$ cat config.mk
export PLATFORM = sky130hd
export DESIGN_NAME = delay_tick_monitor
export DESIGN_NICKNAME = d
export VERILOG_FILES = /design/src/rtl/delay_pkg.sv /design/src/rtl/gap_timer.sv /design/src/rtl/delay_tick_monitor.sv
export SDC_FILE = /design/constraint.sdc
export NUM_CORES = 1
export LEC_CHECK = 0
export CELL_PAD_IN_SITES_DETAIL_PLACEMENT = 2
export CELL_PAD_IN_SITES_GLOBAL_PLACEMENT = 2
export CORE_UTILIZATION = 36
export CTS_BUF_LIST = sky130_fd_sc_hd__clkbuf_4 sky130_fd_sc_hd__clkbuf_8 sky130_fd_sc_hd__clkbuf_16
export DETAILED_ROUTE_END_ITERATION = 12
export GPL_TIMING_DRIVEN = 0
export PLACE_DENSITY_LB_ADDON = 0.1
export SYNTH_ARGS = -nofsm -noshare
export SYNTH_HDL_FRONTEND = slang
export SYNTH_SLANG_ARGS = --single-unit
$ cat constraint.sdc
create_clock -name clk -period 4.2 [get_ports clk]
set_clock_uncertainty 0.2 [all_clocks]
set_input_delay 1.05 -clock clk [delete_from_list [all_inputs] [get_ports clk]]
set_output_delay 1.05 -clock clk [all_outputs]
set_load 0.1 [all_outputs]
$ cat src/rtl/delay_pkg.sv
// delay_pkg: shared state/fault encodings and timing thresholds for the tick monitor
//   early_thr(n, tol) -> smallest on-time gap
//   late_thr(n, tol)  -> largest on-time gap; a missing pulse here is late
package delay_pkg;
    typedef enum logic [1:0] {ACQUIRE, TRACK, LOCKED, FAULT} state_t;
    typedef enum logic [1:0] {FC_NONE, FC_EARLY, FC_LATE, FC_UPSTREAM} fcode_t;
    function automatic int early_thr(int n, int tol);
        return n - tol;
    endfunction
    function automatic int late_thr(int n, int tol);
        return n + tol;
    endfunction
endpackage

$ cat src/rtl/gap_timer.sv
// gap_timer: saturating count of non-pulse cycles with spacing classification
//   clk, rst    clock, sync active-high reset
//   restart     clears the gap (acquisition restart)
//   sig         tick pulse
//   early       pulse with gap below the window
//   on_time     pulse with gap inside the window
//   late        no pulse while gap sits at the window's upper edge
module gap_timer
    import delay_pkg::*;
#(
    parameter int N     = 100000,
    parameter int CBITS = 17,
    parameter int TOL   = 2
) (
    input  logic clk,
    input  logic rst,
    input  logic restart,
    input  logic sig,
    output logic early,
    output logic on_time,
    output logic late
);
    localparam int W = CBITS + 1;
    localparam logic [W-1:0] LO = W'(early_thr(N, TOL));
    localparam logic [W-1:0] HI = W'(late_thr(N, TOL));

    logic [W-1:0] gap;

    always_ff @(posedge clk) begin
        if (rst || restart || sig) gap <= '0;
        else if (gap != '1) gap <= gap + W'(1);
    end

    assign early   = sig && (gap < LO);
    assign on_time = sig && (gap >= LO) && (gap <= HI);
    assign late    = !sig && (gap == HI);
endmodule

$ cat src/rtl/delay_tick_monitor.sv
// delay_tick_monitor: qualifies the generator tick stream, locks, and latches faults
//   clk, rst    clock, sync active-high reset
//   sig_in      tick pulse, err_in overrun flag, flg_in in-range flag
//   clr         clears a sticky fault and restarts acquisition
//   tick_stb    one-cycle strobe per accepted tick; tick_cnt wrapping count
//   locked      LOCKED state; fault / fault_code sticky fault and its first cause
module delay_tick_monitor
    import delay_pkg::*;
#(
    parameter int N        = 100000,
    parameter int CBITS    = 17,
    parameter int TOL      = 2,
    parameter int LOCK_CNT = 4,
    parameter int EV_BITS  = 8
) (
    input  logic               clk,
    input  logic               rst,
    input  logic               sig_in,
    input  logic               err_in,
    input  logic               flg_in,
    input  logic               clr,
    output logic               tick_stb,
    output logic [EV_BITS-1:0] tick_cnt,
    output logic               locked,
    output logic               fault,
    output logic [1:0]         fault_code
);
    localparam int GW = $clog2(LOCK_CNT + 1);
    localparam logic [GW-1:0] LOCK = GW'(LOCK_CNT);

    state_t        state, state_n;
    fcode_t        code, code_n;
    logic [GW-1:0] good, good_n;
    logic          accept;
    logic          early, on_time, late;

    gap_timer #(.N(N), .CBITS(CBITS), .TOL(TOL)) u_gap (
        .clk    (clk),
        .rst    (rst),
        .restart(clr),
        .sig    (sig_in),
        .early  (early),
        .on_time(on_time),
        .late   (late)
    );

    always_ff @(posedge clk) begin
        if (rst) begin
            state    <= ACQUIRE;
            code     <= FC_NONE;
            good     <= '0;
            tick_stb <= 1'b0;
            tick_cnt <= '0;
        end else begin
            state    <= state_n;
            code     <= code_n;
            good     <= good_n;
            tick_stb <= accept;
            tick_cnt <= tick_cnt + EV_BITS'(accept);
        end
    end

    // Fault causes are tested in priority order: upstream, early, late.
    always_comb begin
        state_n = state;
        code_n  = code;
        good_n  = good;
        accept  = 1'b0;
        if (clr) begin
            state_n = ACQUIRE;
            code_n  = FC_NONE;
            good_n  = '0;
        end else if (state != FAULT) begin
            if (err_in || !flg_in) begin
                state_n = FAULT;
                code_n  = FC_UPSTREAM;
            end else if (state == ACQUIRE) begin
                if (late) begin
                    state_n = FAULT;
                    code_n  = FC_LATE;
                end else if (sig_in) begin
                    accept  = 1'b1;
                    good_n  = GW'(1);
                    state_n = (LOCK_CNT == 1) ? LOCKED : TRACK;
                end
            end else if (early) begin
                state_n = FAULT;
                code_n  = FC_EARLY;
            end else if (late) begin
                state_n = FAULT;
                code_n  = FC_LATE;
            end else if (on_time) begin
                accept  = 1'b1;
                good_n  = (good >= LOCK) ? good : good + GW'(1);
                state_n = (good_n >= LOCK) ? LOCKED : state;
            end
        end
    end

    assign locked     = (state == LOCKED);
    assign fault      = (state == FAULT);
    assign fault_code = code;
endmodule
==> qor.csv <==
metric,value,unit
initial DRC count,47,
Post-CTS Setup Bufs,0,
Initial Util,0.380,
Crit path largest cell delay,1.14,ns
area of the die,0.00534,mm^2
DRC errors left,0,
RSZ-0062 raised after global routing,no,
Synth Register Bits,34,
Worst R2R Path Depth,12,
Switching Share,0.256,
H-tree levels,2,
crit start category,flop,
CP Class,flop to output port,
clk_lat worst skew,0.29,ns
clk buf depth,2,
detailed-router iteration count before antenna repair,4,
Worst R2R Start,u_gap.gap[12]$_SDFFE_PP0P_,
Routed Antenna Nets,0,
Hold WC Path Type,flop to flop,
Sink Count,34,
PD cells,300,mW/mm^2
CP Data Required Time,2.95,ns
sequential group share of total power,0.509,
Pint,483,uW
Max IR drop VDD,0.000126,V
Post-Syn Nets,230,
IO Pins,19,
Sw Pwr,166,uW
sequential element share of the synthesized area,0.374,
die extent in x,73.1,um
Ys Warns,0,
f_max,289,MHz
beginning of the worst hold path,good[1]$_SDFFE_PP0P_,
Syn Inst Count,218,
Vert. Die Dim,73.1,um
Final setup viols,0,
clock network fraction of total power,0.397,
Avg WL per Cell,16.3,um
Leak,0.000770,uW
"Reg clk slew, reported paths",0.07,ns
vias in the first global route,1825,
TritonCTS Buffers,5,
area grow syn2layout,19.2,%
syn avg cell area,8.34,um^2
final hold violations,0,
min cycle time layout,3.45,ns
Placed Cells,302,
Vias,1658,
Worst EP arrival,2.20,ns
cts hold-fix bufs,0,
core region area,0.00479,mm^2
detailed placer's ending HPWL,3.86,mm
initial antenna violation count,0,
critical path capture point type,output port,
Combinational Power Share,0.093,
count of flip-flops with a built-in enable after synthesis,0,
r2r endpoint,tick_cnt[7]$_SDFF_PP0_,
FP Rows,25,
post-CTS sizing,0,
Final GP Congestion,0.788,
largest net degree at the start of global routing,11,
CTS Root Cell,clkbuf_8,
"non-filler cells, final",310,
worst reg-to-reg setup slack,1.04,ns
# diodes,0,
synthesized cell area,0.00182,mm^2
"most common cell after layout, fill and taps aside",dfxtp_1,
Worst Hold Path Cells,2,
Final WS setup,0.745,ns
ratio of cells with drive above 1 in the final layout,0.103,
setup TNS,0,ns
distinct cell type count after synthesis,49,
Pins Over Slew Limit,0,
pre-CTS WS,0.575,ns
first-pass GRT wire length,8.75,mm
Hold Path End,good[1]$_SDFFE_PP0P_,
CTS tree,yes,
max_cap viols,0,
GRT Util Overall,0.213,
Max Fanout on Critical Path,7,
PortBufs,17,
async set-or-reset flop fraction in the synthesized netlist,0,
crit path max-delay cell type,clkdlybuf4s50_1,
CP Cell Sequence,nand2_1 -> inv_1 -> clkdlybuf4s50_1,
period utilization,0.823,
hold slack final,0.291,ns
Rel. slew slack,0.340,
"Primary FF master, synth",dfxtp_1,
slew of the pin with the lowest slew margin,0.986,ns
Routed WL,5.06,mm
vias per cell,5.35,
status,"finished, final reports clean",
"commonest non-fill, non-tap cells in the layout","dfxtp_1 (34), nor2_1 (32), nand2_1 (21)",
Final nets,254,
gr ovfl total,0,
==> per-stage QoR <==
| stage | power (uW) | util | cell area (um^2) |
|---|---|---|---|
| after detailed placement | 399 | 0.433 | 2070 |
| after global placement | 397 | 0.433 | 2070 |
| after CTS | 664 | 0.453 | 2170 |
| after global routing | 676 | 0.453 | 2170 |
| after floorplan | 380 | - | 1820 |
| final | 649 | 0.453 | 2170 |
==> routing by layer <==
| metal | track usage | wire length (um) |
|---|---|---|
| met1 | 0.263 | 2340 |
| met4 | 0.0697 | 68 |
| met3 | 0.0428 | 116 |
| met2 | 0.368 | 2530 |
| met5 | 0 | 0 |
==> how the worst max path moves through the flow <==
stage,depth (start not counted),slack [ns],end,startpoint
after floorplan,1,1.22,locked,state[1]$_SDFFE_PP0P_
after global placement,11,0.74,tick_cnt[7]$_SDFF_PP0_,flg_in
after detailed placement,11,0.58,tick_cnt[7]$_SDFF_PP0_,flg_in
after CTS,3,0.72,fault,state[0]$_SDFFE_PP0P_
after global routing,3,0.62,fault,state[0]$_SDFFE_PP0P_
final,3,0.75,fault,state[0]$_SDFFE_PP0P_
==> flip-flops by register name, summed over array words and instances (netlist names) <==
name and flops:
state 2, fault_code 2, tick_stb 1, good 3, tick_cnt 8, u_gap.gap 18
==> kinds of logic after synthesis <==
kind of cell | synth area share
compound gates | 0.120
simple gates | 0.323
xor+xnor | 0.0964
mux | 0.0193
buf+inv | 0.0255
flops | 0.374
fa+ha+maj | 0.0413
==> synth_stat cells, drive strengths merged, types with 5 or more instances <==
cell type	count	area, um^2
inv	7	26.3
nand3	13	65.1
a21oi	6	30.0
ha	6	75.1
nand4	5	31.3
xor2	14	123
xnor2	6	52.6
dfxtp	34	681
nor3	12	60.1
and3	5	32.5
nor2	33	126
nand2	22	85.1
==> power by group through the flow <==
| stage | Sequential [uW] | Combinational (uW) | Clock (uW) |
|---|---|---|---|
| finish | 331 | 60.6 | 258 |
| global route | 331 | 65.0 | 280 |
| global placement | 338 | 59.2 | 0 |
| detailed placement | 338 | 60.9 | 0 |
| CTS | 331 | 61.3 | 272 |
| floorplan | 349 | 31.1 | 0 |
==> critical path: cells and delay by family, from the launching register on <==
family	cells	cell delay (ns)
buf+inv	2	1.26
flops	1	0.44
simple gates	1	0.21
==> cell type report <==
type,instances,area [um^2]
Fill cell,549,2620
Multi-Input combinational cell,173,1090
Sequential cell,34,681
Timing Repair Buffer,17,170
Clock buffer,7,90.1
Tap cell,67,83.8
Inverter,7,26.3
Buffer,4,20.0
Clock inverter,1,5.00
No activity file was read; power rests on OpenSTA's default activity.
